--- config.mk ---
export PLATFORM = sky130hd
export DESIGN_NAME = ni_flit_sender
export DESIGN_NICKNAME = d
export VERILOG_FILES = /design/src/rtl/ni_flit_sender.sv
export SDC_FILE = /design/constraint.sdc
export NUM_CORES = 1
export LEC_CHECK = 0
export CAP_MARGIN = 25
export CORE_UTILIZATION = 40
export CTS_CLUSTER_DIAMETER = 150
export CTS_CLUSTER_SIZE = 40
export DETAILED_ROUTE_END_ITERATION = 8
export PLACE_DENSITY = 0.58
export SKIP_CTS_REPAIR_TIMING = 1
export SYNTH_ARGS = -nofsm -noshare
export SYNTH_HDL_FRONTEND = slang
export SYNTH_SLANG_ARGS = --single-unit
--- constraint.sdc ---
create_clock -name clock -period 5.3 [get_ports clock]
set_input_delay 1.59 -clock clock [delete_from_list [all_inputs] [get_ports clock]]
set_output_delay 1.59 -clock clock [all_outputs]
set_load 0.05 [all_outputs]
--- src/rtl/ni_flit_sender.sv ---
// Hermes local-port packet injector: sends a header flit, a size flit and then
// buffered payload flits into one router input using the credit handshake.
module ni_flit_sender #(
  parameter int FLIT_WIDTH = 32,
  parameter int FIFO_DEPTH = 4
) (
  input  logic                  clock,
  input  logic                  reset,
  input  logic                  send_valid,
  input  logic [FLIT_WIDTH-1:0] send_target,
  input  logic [FLIT_WIDTH-1:0] send_size,
  output logic                  send_ready,
  input  logic                  pl_valid,
  input  logic [FLIT_WIDTH-1:0] pl_data,
  output logic                  pl_ready,
  output logic                  clock_rx,
  output logic                  rx,
  output logic [FLIT_WIDTH-1:0] data_i,
  input  logic                  credit_o,
  output logic                  busy,
  output logic                  pkt_sent
);
  localparam int AW = $clog2(FIFO_DEPTH);
  localparam int CW = AW + 1;
  localparam logic [CW-1:0] FULL_CNT = CW'(FIFO_DEPTH);

  typedef enum logic [1:0] {IDLE, HEADER, SIZE, PAYLOAD} state_t;

  state_t                state;
  logic [FLIT_WIDTH-1:0] tgt_r;
  logic [FLIT_WIDTH-1:0] size_r;
  logic [FLIT_WIDTH-1:0] rem_r;
  logic [FLIT_WIDTH-1:0] in_cnt;

  logic [FLIT_WIDTH-1:0] mem [FIFO_DEPTH];
  logic [AW-1:0]         wr_ptr;
  logic [AW-1:0]         rd_ptr;
  logic [CW-1:0]         occ;
  logic                  fifo_empty;
  logic                  fifo_full;
  logic                  push;
  logic                  pop;
  logic                  xfer;

  assign clock_rx   = clock;
  assign fifo_empty = (occ == '0);
  assign fifo_full  = (occ == FULL_CNT);
  assign send_ready = (state == IDLE);
  assign busy       = (state != IDLE);

  // Intake runs ahead during HEADER/SIZE; full is the registered flag only.
  assign pl_ready = (state != IDLE) && !fifo_full && (in_cnt < size_r);
  assign push     = pl_valid && pl_ready;
  assign xfer     = rx && credit_o;
  assign pop      = (state == PAYLOAD) && xfer;

  always_comb begin
    rx     = 1'b0;
    data_i = '0;
    case (state)
      HEADER: begin
        rx     = 1'b1;
        data_i = tgt_r;
      end
      SIZE: begin
        rx     = 1'b1;
        data_i = size_r;
      end
      PAYLOAD: begin
        rx     = !fifo_empty;
        data_i = fifo_empty ? '0 : mem[rd_ptr];
      end
      default: begin
        rx     = 1'b0;
        data_i = '0;
      end
    endcase
  end

  // Packet sequencing: header, size, then exactly size_r payload transfers.
  always_ff @(posedge clock or posedge reset) begin
    if (reset) begin
      state    <= IDLE;
      size_r   <= '0;
      rem_r    <= '0;
      in_cnt   <= '0;
      pkt_sent <= 1'b0;
    end else begin
      pkt_sent <= 1'b0;
      if (push) begin
        in_cnt <= in_cnt + 1'b1;
      end
      case (state)
        IDLE: begin
          if (send_valid) begin
            size_r <= send_size;
            rem_r  <= send_size;
            in_cnt <= '0;
            state  <= HEADER;
          end
        end
        HEADER: begin
          if (xfer) begin
            state <= SIZE;
          end
        end
        SIZE: begin
          if (xfer) begin
            if (size_r == '0) begin
              state    <= IDLE;
              pkt_sent <= 1'b1;
            end else begin
              state <= PAYLOAD;
            end
          end
        end
        PAYLOAD: begin
          if (xfer) begin
            rem_r <= rem_r - 1'b1;
            if (rem_r == FLIT_WIDTH'(1)) begin
              state    <= IDLE;
              pkt_sent <= 1'b1;
            end
          end
        end
        default: state <= IDLE;
      endcase
    end
  end

  // Target word is pure data and only read while the packet is in flight.
  always_ff @(posedge clock) begin
    if ((state == IDLE) && send_valid) begin
      tgt_r <= send_target;
    end
  end

  always_ff @(posedge clock) begin
    if (push) begin
      mem[wr_ptr] <= pl_data;
    end
  end

  // Pointers wrap modulo depth; occupancy distinguishes full from empty.
  always_ff @(posedge clock or posedge reset) begin
    if (reset) begin
      wr_ptr <= '0;
      rd_ptr <= '0;
      occ    <= '0;
    end else begin
      if (push) begin
        wr_ptr <= wr_ptr + 1'b1;
      end
      if (pop) begin
        rd_ptr <= rd_ptr + 1'b1;
      end
      case ({push, pop})
        2'b10:   occ <= occ + 1'b1;
        2'b01:   occ <= occ - 1'b1;
        default: occ <= occ;
      endcase
    end
  end

endmodule

==> results of run 1 <==
report_power, final:
| part | total (mW) | internal, mW | switching (mW) |
|---|---|---|---|
| Combinational | 3.92 | 1.38 | 2.53 |
| Clock | 1.16 | 0.480 | 0.684 |
| Sequential | 3.24 | 2.74 | 0.504 |
routing by layer:
metal  global-route usage, %  vias up  routed length, microns
li1                        -     4135                       -
met1                   30.25     4571                   16010
met2                   33.68      288                   16800
met3                   3.011       23                    1906
met4                   4.033        0                     518
met5                       0        -                       0
area by class of cell:
type / instances / area share, %
sequential: 266 / 48.60
tap: 442 / 3.604
clock inverter: 2 / 0.2120
clock buffer: 18 / 2.283
multi-input combinational: 649 / 34.11
inverter: 52 / 1.288
timing repair buffer: 160 / 9.898
synth_stat cells, drive strengths merged (17+ instances only):
| library cell | n | area, sq um |
|---|---|---|
| a2111oi | 17 | 386.6 |
| mux4 | 32 | 720.7 |
| o21ai | 37 | 188.9 |
| dfrtp | 106 | 2653 |
| a222oi | 32 | 320.3 |
| nand3 | 17 | 90.09 |
| nand2 | 94 | 352.8 |
| inv | 51 | 191.4 |
| a21oi | 39 | 198.9 |
| ha | 43 | 538.0 |
| a211oi | 29 | 267.8 |
| clkbuf | 42 | 167.7 |
| nand2b | 24 | 150.1 |
| and3 | 19 | 123.9 |
| nor2 | 66 | 247.7 |
| buf | 21 | 147.6 |
| a21o | 18 | 135.1 |
| edfxtp | 160 | 4805 |
| mux2i | 33 | 330.3 |
registers in the layout, summed over array words and instances (netlist names):
signal	flops
in_cnt	32
tgt_r	32
size_r	32
rem_r	32
state	2
occ	3
pkt_sent	1
rd_ptr	2
mem	128
wr_ptr	2
logic make-up (layout without fill, tap and decap cells):
kind of cell | after synthesis | in the layout
and+or+nand+nor | 302 | 302
adders and majority gates | 44 | 44
buffers and inverters | 115 | 232
xor gates and xnor gates | 19 | 19
muxes | 66 | 66
AOI/OAI and AO/OA | 218 | 218
DFF | 266 | 266
worst reg2reg max path: stages, from the launching register on:
cell	delay [ns]
dfrtp_1	0.45
inv_1	0.07
ha_1	0.31
a211oi_1	0.25
o21ai_0	0.14
a211oi_1	0.51
o21ai_4	0.11
buf_4	0.33
a21boi_4	0.37
inv_2	0.09
ha_1	0.21
inv_1	0.07
fa_1	0.40
o21ai_0	0.16
path summary, 6_finish.rpt:
check / endpoint / cells after the start
worst max-delay path: clock_rx / 3
worst max register to register: occ[1]$_DFFE_PP0P_ / 13
max in group asynchronous: rd_ptr[0]$_DFFE_PP0P_ / 3
worst min-delay path: occ[1]$_DFFE_PP0P_ / 2
worst min register to register: occ[1]$_DFFE_PP0P_ / 2
min in group asynchronous: rem_r[10]$_DFFE_PP0P_ / 2
metrics by stage:
| step | hold slack [ns] | util (%) | instance area [sq um] | total power [mW] | instances |
|---|---|---|---|---|---|
| 2_1_floorplan | 0.4724 | - | 13180 | 5.936 | 1030 |
| 3_3_place_gp | 0.4992 | 45.99 | 14930 | 7.191 | 1568 |
| 3_5_place_dp | 0.5016 | 45.99 | 14930 | 7.239 | 1568 |
| 4_1_cts | 0.5356 | 47.14 | 15300 | 8.374 | 1587 |
| 5_1_grt | 0.5730 | 47.29 | 15350 | 8.764 | 1589 |
| 6_report | 0.5371 | 47.29 | 15350 | 8.325 | 1589 |
==> report_table.html, run 1 <==
<table>
<tr><th>Metric</th><th>Value</th></tr>
<tr><th colspan="2">Placement</th></tr>
<tr><td>Minimum setup slack after placement</td><td>0.3879 ns</td></tr>
<tr><td>Number of I/O port buffers</td><td>138</td></tr>
<tr><td>Total half-perimeter wirelength after legalization and detailed placement</td><td>25,040 microns</td></tr>
<tr><td>Global placement routability congestion</td><td>0.8658</td></tr>
<tr><th colspan="2">Global routing</th></tr>
<tr><td>Via count of the first global-routing pass</td><td>8,840</td></tr>
<tr><td>Overflow left after global routing</td><td>0</td></tr>
<tr><td>Antenna violations before repair</td><td>0</td></tr>
<tr><td>Maximum number of pins on one net before global-route repair</td><td>76</td></tr>
<tr><td>First-pass GRT wire length</td><td>53,320 microns</td></tr>
<tr><td>Overall routing resource usage</td><td>20.95%</td></tr>
<tr><th colspan="2">Floorplan</th></tr>
<tr><td>Top-level I/O count</td><td>139</td></tr>
<tr><td>Die W</td><td>183.5 microns</td></tr>
<tr><td>Number of rows in the core area</td><td>66</td></tr>
<tr><td>Standard cell core area</td><td>32,450 sq um</td></tr>
<tr><td>Effective utilization at floorplan</td><td>40.62%</td></tr>
<tr><td>Die footprint</td><td>33,690 sq um</td></tr>
<tr><td>Y dimension of the die</td><td>183.5 microns</td></tr>
<tr><th colspan="2">Worst setup path</th></tr>
<tr><td>CP Class</td><td>clock port to primary output</td></tr>
<tr><td>Startpoint of the worst setup timing path</td><td>clock</td></tr>
<tr><td>Startpoint type of the worst setup path</td><td>clock port</td></tr>
<tr><td>Worst-path maximum fanout</td><td>2</td></tr>
<tr><td>Worst Path Buf+Inv</td><td>3</td></tr>
<tr><td>CP cell instances</td><td>clkbuf_16 -&gt; clkbuf_16 -&gt; clkdlybuf4s50_1</td></tr>
<tr><td>CP max-delay cell</td><td>clkdlybuf4s50_1</td></tr>
<tr><td>WP data arrival</td><td>3.59 ns</td></tr>
<tr><td>Worst EP required</td><td>3.71 ns</td></tr>
<tr><td>Critical Path Max Stage Delay</td><td>0.69 ns</td></tr>
<tr><td>Crit path max-delay family</td><td>buffers and inverters</td></tr>
<tr><td>Kind of end point of the critical path</td><td>primary output</td></tr>
<tr><td>Cell type with the highest occurrence count on the critical path</td><td>clkbuf_16</td></tr>
<tr><td>Worst reg2reg startpoint</td><td>size_r[2]$_DFFE_PP0P_</td></tr>
<tr><td>Reg-to-reg slack, setup</td><td>1.76 ns</td></tr>
<tr><th colspan="2">Cells and area</th></tr>
<tr><td>Multi-input combinational cell area</td><td>5235 sq um</td></tr>
<tr><td>Number of nets at the end of the flow</td><td>1,288</td></tr>
<tr><td>Layout cell share with drive strength beyond 1</td><td>13.60%</td></tr>
<tr><td>Top library cells by usage in the layout, fill and taps aside</td><td>160 x edfxtp_1, 105 x dfrtp_1, 105 x clkdlybuf4s50_1</td></tr>
<tr><td>Antenna cell count</td><td>0</td></tr>
<tr><td>Synth-to-layout area growth</td><td>16.41%</td></tr>
<tr><td>Storage element area</td><td>7458 sq um</td></tr>
<tr><td>Filler Cell Count</td><td>2,863</td></tr>
<tr><td>Most common cell after layout, fill and taps aside</td><td>edfxtp_1</td></tr>
<tr><th colspan="2">Logic synthesis</th></tr>
<tr><td>Count of mapped cells out of synthesis</td><td>1,030</td></tr>
<tr><td>Sequential area share after synthesis</td><td>56.57%</td></tr>
<tr><td>Area share of fa/ha/maj cells after synthesis</td><td>4.233%</td></tr>
<tr><td>Warnings from Yosys</td><td>0</td></tr>
<tr><td>Cell area after synthesis</td><td>13,180 sq um</td></tr>
<tr><td>Combinational family with the most area after synthesis</td><td>compound AO/OA/AOI/OAI gates</td></tr>
<tr><td>#FFs+latches synth</td><td>266</td></tr>
<tr><td>Share of the synthesized netlist area taken by xor and xnor gates</td><td>1.262%</td></tr>
<tr><td>Net count of the mapped netlist</td><td>1,175</td></tr>
<tr><td>Mean area per synthesized cell</td><td>12.80 sq um</td></tr>
<tr><td>Number of enable-type register cells in the synthesized netlist</td><td>160</td></tr>
<tr><td>Most used flip-flop cell after synthesis</td><td>edfxtp_1</td></tr>
<tr><td>Simple logic cell fraction of the synthesized area</td><td>11.68%</td></tr>
<tr><td>Mux contribution to synthesized area</td><td>8.058%</td></tr>
<tr><td>Async set or reset register ratio after synthesis</td><td>39.85%</td></tr>
<tr><td>Compound-cell area share of the yosys netlist</td><td>14.32%</td></tr>
<tr><td>Synth cell types</td><td>77</td></tr>
<tr><th colspan="2">Min path</th></tr>
<tr><td>Hold Crit Class</td><td>flip-flop to flip-flop</td></tr>
<tr><td>Start point of the worst min-delay path</td><td>occ[1]$_DFFE_PP0P_</td></tr>
<tr><th colspan="2">Timing</th></tr>
<tr><td>Number of slew-limit violations in the final report</td><td>0</td></tr>
<tr><td>Actual slew at the worst max-slew pin</td><td>1.039 ns</td></tr>
<tr><td>Post-route worst setup slack</td><td>0.1249 ns</td></tr>
<tr><td>Sum of negative setup slack</td><td>0 ns</td></tr>
<tr><td>Setup repair after global routing missed its margin</td><td>no</td></tr>
<tr><td>Final setup fails</td><td>0</td></tr>
<tr><td>Endpoints failing hold</td><td>0</td></tr>
<tr><td>Setup clock skew after layout</td><td>0.03052 ns</td></tr>
<tr><td>Worst rel slew slack</td><td>30.74%</td></tr>
<tr><th colspan="2">Routing</th></tr>
<tr><td>WL per Instance</td><td>22.18 microns</td></tr>
<tr><td>Antenna-violating nets left</td><td>0</td></tr>
<tr><td>DR vias/cell</td><td>5.675</td></tr>
<tr><td>Wire length reported by the detailed router</td><td>35,240 microns</td></tr>
<tr><td>Number of remaining DRC errors</td><td>1</td></tr>
<tr><td>Number of violations reported at the end of detailed-routing iteration 0</td><td>935</td></tr>
<tr><td>DR pass1 iterations</td><td>9</td></tr>
<tr><td>Total number of vias</td><td>9,017</td></tr>
<tr><th colspan="2">Clocking</th></tr>
<tr><td>Clock-pin slew on the worst setup and hold paths</td><td>0.16 ns</td></tr>
<tr><td>TritonCTS clock tree</td><td>built</td></tr>
<tr><td>Clock latency reported for the late side of the worst-skew pair</td><td>0.63 ns</td></tr>
<tr><th colspan="2">Pwr</th></tr>
<tr><td>Leakage power</td><td>5.657 nW</td></tr>
<tr><td>Maximum ir drop on the vdd rail</td><td>0.4225 mV</td></tr>
<tr><td>Pwr Density</td><td>542.5 nW/um^2</td></tr>
<tr><th colspan="2">Status</th></tr>
<tr><td>Status</td><td>complete, but fails checks</td></tr>
<tr><td>Failing checks</td><td>DRC</td></tr>
<tr><th colspan="2">Flow run</th></tr>
<tr><td># Max-Cap Violations</td><td>0</td></tr>
</table>
Power figures use the tool's default switching activity.
==> run 2, diff against run 1 <==
--- a/config.mk
+++ b/config.mk
@@ -8,8 +8,9 @@
 export CAP_MARGIN = 25
 export CORE_UTILIZATION = 40
 export CTS_CLUSTER_DIAMETER = 150
-export CTS_CLUSTER_SIZE = 40
+export CTS_CLUSTER_SIZE = 10
 export DETAILED_ROUTE_END_ITERATION = 8
+export MAX_ROUTING_LAYER = met4
 export PLACE_DENSITY = 0.58
 export SKIP_CTS_REPAIR_TIMING = 1
 export SYNTH_ARGS = -nofsm -noshare
==> constraint.sdc (replaced) <==
create_clock -name clock -period 5.3 [get_ports clock]
set_input_delay 1.59 -clock clock [delete_from_list [all_inputs] [get_ports clock]]
set_output_delay 1.59 -clock clock [all_outputs]
set_load 0.1 [all_outputs]
==> run 2 against run 1 <==
- the run now ends clean
- first-iteration DRC count fell by 16%
- sequential power rose by 2%
- die area did not move
- via count rose by 1.2%
- count of clock-buffer cells in the layout rose by 32
- non-clock buffer count fell by 2
- hold slack got worse by 0.016 ns
- sequential share of layout area fell by 2.8 points
- critical path type unchanged
- critical endpoint unchanged
- core utilization rose by 2.9 points
- sequential cell count did not move
==> report_table.html, run 2 (synthesized netlist as in run 1, its figures left out) <==
<table>
<tr><th>Metric</th><th>Value</th></tr>
<tr><th colspan="2">Status</th></tr>
<tr><td>Status</td><td>complete, no violations</td></tr>
<tr><th colspan="2">Cells and area</th></tr>
<tr><td>Top library cells by usage in the layout, fill and taps aside</td><td>160 x edfxtp_1, 105 x dfrtp_1, 102 x clkdlybuf4s50_1</td></tr>
<tr><td>Flip-flop count of the largest register, all copies and words added</td><td>128</td></tr>
<tr><td>Final design instance area without fill</td><td>16,300 sq um</td></tr>
<tr><td>Final cell utilization of the core</td><td>50.23%</td></tr>
<tr><td>Synth-to-layout area growth</td><td>23.66%</td></tr>
<tr><td>Largest register by flop count</td><td>mem</td></tr>
<tr><td>Final Instance Count excl. Fillers</td><td>1,619</td></tr>
<tr><td>Number of nets at the end of the flow</td><td>1,306</td></tr>
<tr><td>Most common cell after layout, fill and taps aside</td><td>edfxtp_1</td></tr>
<tr><td>Layout cell share with drive strength beyond 1</td><td>14.95%</td></tr>
<tr><td>Filler Cell Count</td><td>2,818</td></tr>
<tr><td>Antenna cell count</td><td>0</td></tr>
<tr><td>Storage element area</td><td>7458 sq um</td></tr>
<tr><td>Multi-input combinational cell area</td><td>5235 sq um</td></tr>
<tr><th colspan="2">Routing</th></tr>
<tr><td>Number of remaining DRC errors</td><td>0</td></tr>
<tr><td>WL per Instance</td><td>22.18 microns</td></tr>
<tr><td>DR vias/cell</td><td>5.638</td></tr>
<tr><td>Number of violations reported at the end of detailed-routing iteration 0</td><td>790</td></tr>
<tr><td>DR pass1 iterations</td><td>6</td></tr>
<tr><td>Total number of vias</td><td>9,128</td></tr>
<tr><td>Antenna-violating nets left</td><td>0</td></tr>
<tr><td>Wire length reported by the detailed router</td><td>35,910 microns</td></tr>
<tr><th colspan="2">Worst setup path</th></tr>
<tr><td>CP cell instances</td><td>clkbuf_16 -&gt; clkbuf_16 -&gt; dlymetal6s2s_1</td></tr>
<tr><td>Worst-path maximum fanout</td><td>2</td></tr>
<tr><td>Reg-to-reg slack, setup</td><td>1.52 ns</td></tr>
<tr><td>CP max-delay cell</td><td>dlymetal6s2s_1</td></tr>
<tr><td>Kind of end point of the critical path</td><td>primary output</td></tr>
<tr><td>Cell type with the highest occurrence count on the critical path</td><td>clkbuf_16</td></tr>
<tr><td>WP data arrival</td><td>3.36 ns</td></tr>
<tr><td>Critical Path Max Stage Delay</td><td>0.46 ns</td></tr>
<tr><td>Worst EP required</td><td>3.71 ns</td></tr>
<tr><td>Endpoint of the lowest-slack register-to-register path</td><td>occ[2]$_DFFE_PP0P_</td></tr>
<tr><td>Worst Path Buf+Inv</td><td>3</td></tr>
<tr><td>CP Class</td><td>clock port to primary output</td></tr>
<tr><td>Startpoint type of the worst setup path</td><td>clock port</td></tr>
<tr><td>Reg2Reg Depth</td><td>14</td></tr>
<tr><td>Worst reg2reg startpoint</td><td>size_r[31]$_DFFE_PP0P_</td></tr>
<tr><td>Crit path max-delay family</td><td>buffers and inverters</td></tr>
<tr><th colspan="2">Placement</th></tr>
<tr><td>Placed Instance Area</td><td>15,330 sq um</td></tr>
<tr><td>Number of I/O port buffers</td><td>138</td></tr>
<tr><td>Global placement routability congestion</td><td>0.8620</td></tr>
<tr><td>Total half-perimeter wirelength after legalization and detailed placement</td><td>24,760 microns</td></tr>
<tr><td>DP Cell Count</td><td>1,567</td></tr>
<tr><th colspan="2">Timing</th></tr>
<tr><td>Endpoints failing hold</td><td>0</td></tr>
<tr><td>Worst rel slew slack</td><td>33.84%</td></tr>
<tr><td>Final setup fails</td><td>0</td></tr>
<tr><td>Setup repair after global routing missed its margin</td><td>no</td></tr>
<tr><td>Number of slew-limit violations in the final report</td><td>0</td></tr>
<tr><td>Hold_ws</td><td>0.5211 ns</td></tr>
<tr><td>Actual slew at the worst max-slew pin</td><td>0.9893 ns</td></tr>
<tr><td>Sum of negative setup slack</td><td>0 ns</td></tr>
<tr><td>Setup clock skew after layout</td><td>0.02888 ns</td></tr>
<tr><th colspan="2">Clocking</th></tr>
<tr><td>TritonCTS clock tree</td><td>built</td></tr>
<tr><td>Clock-pin slew on the worst setup and hold paths</td><td>0.06 ns</td></tr>
<tr><td>Clock latency reported for the late side of the worst-skew pair</td><td>0.70 ns</td></tr>
<tr><th colspan="2">Pwr</th></tr>
<tr><td>Maximum ir drop on the vdd rail</td><td>0.5900 mV</td></tr>
<tr><td>Leakage power</td><td>6.044 nW</td></tr>
<tr><td>Pwr Density</td><td>655.8 nW/um^2</td></tr>
<tr><th colspan="2">Floorplan</th></tr>
<tr><td>Y dimension of the die</td><td>183.5 microns</td></tr>
<tr><td>Effective utilization at floorplan</td><td>40.62%</td></tr>
<tr><td>Die footprint</td><td>33,690 sq um</td></tr>
<tr><td>Die W</td><td>183.5 microns</td></tr>
<tr><td>Top-level I/O count</td><td>139</td></tr>
<tr><td>Standard cell core area</td><td>32,450 sq um</td></tr>
<tr><td>Number of rows in the core area</td><td>66</td></tr>
<tr><th colspan="2">Flow run</th></tr>
<tr><td># Max-Cap Violations</td><td>0</td></tr>
<tr><th colspan="2">Global routing</th></tr>
<tr><td>Antenna violations before repair</td><td>0</td></tr>
<tr><td>Via count of the first global-routing pass</td><td>8,974</td></tr>
<tr><td>First-pass GRT wire length</td><td>54,680 microns</td></tr>
<tr><td>Maximum number of pins on one net before global-route repair</td><td>75</td></tr>
<tr><td>Overflow left after global routing</td><td>0</td></tr>
<tr><td>Overall routing resource usage</td><td>22.18%</td></tr>
<tr><th colspan="2">Min path</th></tr>
<tr><td>Start point of the worst min-delay path</td><td>occ[0]$_DFFE_PP0P_</td></tr>
<tr><td>Hold Crit Class</td><td>flip-flop to flip-flop</td></tr>
<tr><td>WHS Path Cells</td><td>1</td></tr>
<tr><td>Hold worst-path end</td><td>occ[0]$_DFFE_PP0P_</td></tr>
</table>
==> run 2: changes by cell type in the layout (fill, tap and decap cells not counted), sizes merged <==
cell           before  now
clkdlybuf4s50     105  102
dlymetal6s2s        0    1
clkbuf             17   49
bufinv              0    1
inv                53   52
==> run 2: stage by stage <==
step / power [mW] / worst slack, ns
2_1_floorplan: 6.788 / 0.09244
3_3_place_gp: 8.635 / 0.1204
3_5_place_dp: 8.674 / 0.1204
4_1_cts: 10.72 / -0.1525
5_1_grt: 11.16 / 0.3383
6_report: 10.69 / 0.3479
==> run 2: area by class of cell <==
type / count / area share [%]
Clock inverter: 2 / 0.3684
Timing Repair Buffer: 158 / 11.65
Tap cell: 442 / 3.392
Clock buffer: 50 / 5.511
Sequential cell: 266 / 45.75
Multi-Input combinational cell: 649 / 32.11
Inverter: 52 / 1.213
==> run 2: worst max path at each step <==
stage | start | end | slack, ns | depth (start not counted)
global placement | clock | clock_rx | 0.12 | 1
finish | clock | clock_rx | 0.35 | 3
CTS | clock | clock_rx | -0.15 | 3
detailed placement | clock | clock_rx | 0.12 | 1
global route | clock | clock_rx | 0.34 | 3
floorplan | state[0]$_DFFE_PP0P_ | pl_ready | 0.09 | 8
==> run 2: routing by layer <==
metal	vias up	GRT usage [%]	part of all wire [%]
li1	4176	-	-
met1	4583	30.60	45
met2	316	33.65	47
met3	53	4.635	7.0
met4	0	4.933	1.9
met5	-	-	0
==> run 2: report_power, final <==
part / internal [mW] / total, mW / switching (mW)
clock network: 1.20 / 2.10 / 0.902
logic: 1.87 / 5.30 / 3.42
registers: 2.75 / 3.30 / 0.545
==> run 2: worst register-to-register path: stages (launching register included) <==
cell,delay (ns)
dfrtp_1,0.54
inv_1,0.08
ha_1,0.30
nand4_1,0.13
or3_1,0.47
nor3_2,0.27
buf_4,0.55
a21boi_4,0.20
inv_2,0.12
ha_1,0.18
inv_1,0.06
fa_1,0.37
xor2_1,0.15
nor2_1,0.11
xor2_1,0.16
==> run 3, diff against run 2 <==
--- a/config.mk
+++ b/config.mk
@@ -7,6 +7,7 @@
 export LEC_CHECK = 0
 export CAP_MARGIN = 25
 export CORE_UTILIZATION = 40
+export CTS_BUF_LIST = sky130_fd_sc_hd__clkbuf_16
 export CTS_CLUSTER_DIAMETER = 150
 export CTS_CLUSTER_SIZE = 10
 export DETAILED_ROUTE_END_ITERATION = 8
==> run 3 against run 2 <==
- count of clock-buffer cells in the layout fell by 16
- core utilization unchanged
- final cell count unchanged
- critical path type unchanged
- highest routed layer unchanged
- die area unchanged
- via count is 0.42% lower
- hold slack improved by 0.00087 ns
- critical endpoint unchanged
==> report_table.html, run 3 (synthesized netlist as in run 1, its figures left out) <==
<table>
<tr><th>Metric</th><th>Value</th></tr>
<tr><th colspan="2">Floorplan</th></tr>
<tr><td>Number of rows in the core area</td><td>66</td></tr>
<tr><td>Die footprint</td><td>33,690 sq um</td></tr>
<tr><td>Y dimension of the die</td><td>183.5 microns</td></tr>
<tr><td>Top-level I/O count</td><td>139</td></tr>
<tr><td>Standard cell core area</td><td>32,450 sq um</td></tr>
<tr><td>Effective utilization at floorplan</td><td>40.62%</td></tr>
<tr><td>Die W</td><td>183.5 microns</td></tr>
<tr><th colspan="2">Cells and area</th></tr>
<tr><td>Storage element area</td><td>7458 sq um</td></tr>
<tr><td>Synth-to-layout area growth</td><td>23.66%</td></tr>
<tr><td>Layout cell share with drive strength beyond 1</td><td>14.95%</td></tr>
<tr><td>Multi-input combinational cell area</td><td>5235 sq um</td></tr>
<tr><td>Top library cells by usage in the layout, fill and taps aside</td><td>160 x edfxtp_1, 105 x dfrtp_1, 102 x clkdlybuf4s50_1</td></tr>
<tr><td>Largest register by flop count</td><td>mem</td></tr>
<tr><td>Number of nets at the end of the flow</td><td>1,306</td></tr>
<tr><td>Most common cell after layout, fill and taps aside</td><td>edfxtp_1</td></tr>
<tr><td>Flip-flop count of the largest register, all copies and words added</td><td>128</td></tr>
<tr><td>Antenna cell count</td><td>0</td></tr>
<tr><td>Final design instance area without fill</td><td>16,300 sq um</td></tr>
<tr><td>Final cell utilization of the core</td><td>50.23%</td></tr>
<tr><td>Filler Cell Count</td><td>2,818</td></tr>
<tr><th colspan="2">Clocking</th></tr>
<tr><td>Clock latency reported for the late side of the worst-skew pair</td><td>0.70 ns</td></tr>
<tr><td>TritonCTS clock tree</td><td>built</td></tr>
<tr><td>Clock-pin slew on the worst setup and hold paths</td><td>0.06 ns</td></tr>
<tr><th colspan="2">Global routing</th></tr>
<tr><td>Overall routing resource usage</td><td>22.18%</td></tr>
<tr><td>First-pass GRT wire length</td><td>54,680 microns</td></tr>
<tr><td>Via count of the first global-routing pass</td><td>8,972</td></tr>
<tr><td>Overflow left after global routing</td><td>0</td></tr>
<tr><td>Maximum number of pins on one net before global-route repair</td><td>75</td></tr>
<tr><td>Antenna violations before repair</td><td>0</td></tr>
<tr><th colspan="2">Worst setup path</th></tr>
<tr><td>Kind of end point of the critical path</td><td>primary output</td></tr>
<tr><td>Startpoint type of the worst setup path</td><td>clock port</td></tr>
<tr><td>WP data arrival</td><td>3.36 ns</td></tr>
<tr><td>Worst-path maximum fanout</td><td>2</td></tr>
<tr><td>CP Class</td><td>clock port to primary output</td></tr>
<tr><td>Endpoint of the lowest-slack register-to-register path</td><td>occ[2]$_DFFE_PP0P_</td></tr>
<tr><td>Reg-to-reg slack, setup</td><td>1.53 ns</td></tr>
<tr><td>Reg2Reg Depth</td><td>14</td></tr>
<tr><td>Worst reg2reg startpoint</td><td>size_r[31]$_DFFE_PP0P_</td></tr>
<tr><td>Worst EP required</td><td>3.71 ns</td></tr>
<tr><th colspan="2">Flow run</th></tr>
<tr><td># Max-Cap Violations</td><td>0</td></tr>
<tr><th colspan="2">Timing</th></tr>
<tr><td>Actual slew at the worst max-slew pin</td><td>0.9888 ns</td></tr>
<tr><td>Final setup fails</td><td>0</td></tr>
<tr><td>Worst rel slew slack</td><td>33.88%</td></tr>
<tr><td>Endpoints failing hold</td><td>0</td></tr>
<tr><td>Setup clock skew after layout</td><td>0.02958 ns</td></tr>
<tr><td>Setup repair after global routing missed its margin</td><td>no</td></tr>
<tr><td>Number of slew-limit violations in the final report</td><td>0</td></tr>
<tr><th colspan="2">Pwr</th></tr>
<tr><td>Leakage power</td><td>6.111 nW</td></tr>
<tr><td>Pwr Density</td><td>654.0 nW/um^2</td></tr>
<tr><td>Maximum ir drop on the vdd rail</td><td>0.5838 mV</td></tr>
<tr><th colspan="2">Routing</th></tr>
<tr><td>Total number of vias</td><td>9,090</td></tr>
<tr><td>Number of violations reported at the end of detailed-routing iteration 0</td><td>823</td></tr>
<tr><td>DR pass1 iterations</td><td>5</td></tr>
<tr><td>Antenna-violating nets left</td><td>0</td></tr>
<tr><td>Number of remaining DRC errors</td><td>0</td></tr>
<tr><td>Wire length reported by the detailed router</td><td>35,860 microns</td></tr>
<tr><td>WL per Instance</td><td>22.15 microns</td></tr>
<tr><td>DR vias/cell</td><td>5.615</td></tr>
<tr><th colspan="2">Placement</th></tr>
<tr><td>Number of I/O port buffers</td><td>138</td></tr>
<tr><td>Placed Instance Area</td><td>15,330 sq um</td></tr>
<tr><td>Total half-perimeter wirelength after legalization and detailed placement</td><td>24,760 microns</td></tr>
<tr><td>Global placement routability congestion</td><td>0.8620</td></tr>
<tr><th colspan="2">Min path</th></tr>
<tr><td>Start point of the worst min-delay path</td><td>occ[0]$_DFFE_PP0P_</td></tr>
<tr><td>WHS Path Cells</td><td>1</td></tr>
<tr><td>Hold Crit Class</td><td>flip-flop to flip-flop</td></tr>
<tr><td>Hold worst-path end</td><td>occ[0]$_DFFE_PP0P_</td></tr>
<tr><th colspan="2">Status</th></tr>
<tr><td>Status</td><td>complete, no violations</td></tr>
</table>
run 3: cell count changes in the layout (fill, tap and decap cells not counted), sizes merged:
cell	previous run	this run
inv	52	68
clkbuf	49	33
run 3: area by class of cell:
cell class | count | area share [%]
Timing Repair Buffer | 158 | 11.65
Multi-Input combinational cell | 649 | 32.11
Clock inverter | 18 | 0.7368
Sequential cell | 266 | 45.75
Clock buffer | 34 | 5.142
Inverter | 52 | 1.213
Tap cell | 442 | 3.392
run 3: layer usage:
| layer | share of wire (%) | wire (microns) | up-vias | track usage [%] |
|---|---|---|---|---|
| met1 | 45 | 16090 | 4559 | 30.60 |
| met5 | 0 | 0 | - | - |
| met2 | 47 | 16700 | 301 | 33.65 |
| met3 | 6.7 | 2410 | 50 | 4.635 |
| li1 | - | - | 4180 | - |
| met4 | 1.8 | 663 | 0 | 4.933 |
run 3: how the worst max path moves through the flow:
stage	startpoint	end	depth (start not counted)
6_report	clock	clock_rx	3
5_1_grt	clock	clock_rx	3
4_1_cts	clock	clock_rx	3
3_5_place_dp	clock	clock_rx	1
3_3_place_gp	clock	clock_rx	1
2_1_floorplan	state[0]$_DFFE_PP0P_	pl_ready	8
run 3: per-stage QoR:
step	hold WS (ns)	setup TNS (ns)	worst slack (ns)	total power, mW	std cells
6_report	0.5219	0	0.3479	10.66	1619
5_1_grt	0.5327	0	0.3383	11.13	1619
4_1_cts	0.5239	-0.1525	-0.1525	10.70	1618
3_5_place_dp	0.5123	0	0.1204	8.674	1567
3_3_place_gp	0.5040	0	0.1204	8.635	1567
2_1_floorplan	0.4724	0	0.09244	6.788	1030
run 3: power breakdown:
part	total (mW)	internal, mW	leakage, nW	switching, mW
Combinational	5.30	1.87	2.80	3.42
Sequential	3.29	2.75	2.78	0.542
Clock	2.07	1.17	0.530	0.907
Total	10.7	5.79	6.11	4.87
run 3: worst max-delay path, cell delays in order:
cell	delay (ns)
clkbuf_16	0.12
clkbuf_16	0.13
dlymetal6s2s_1	0.46
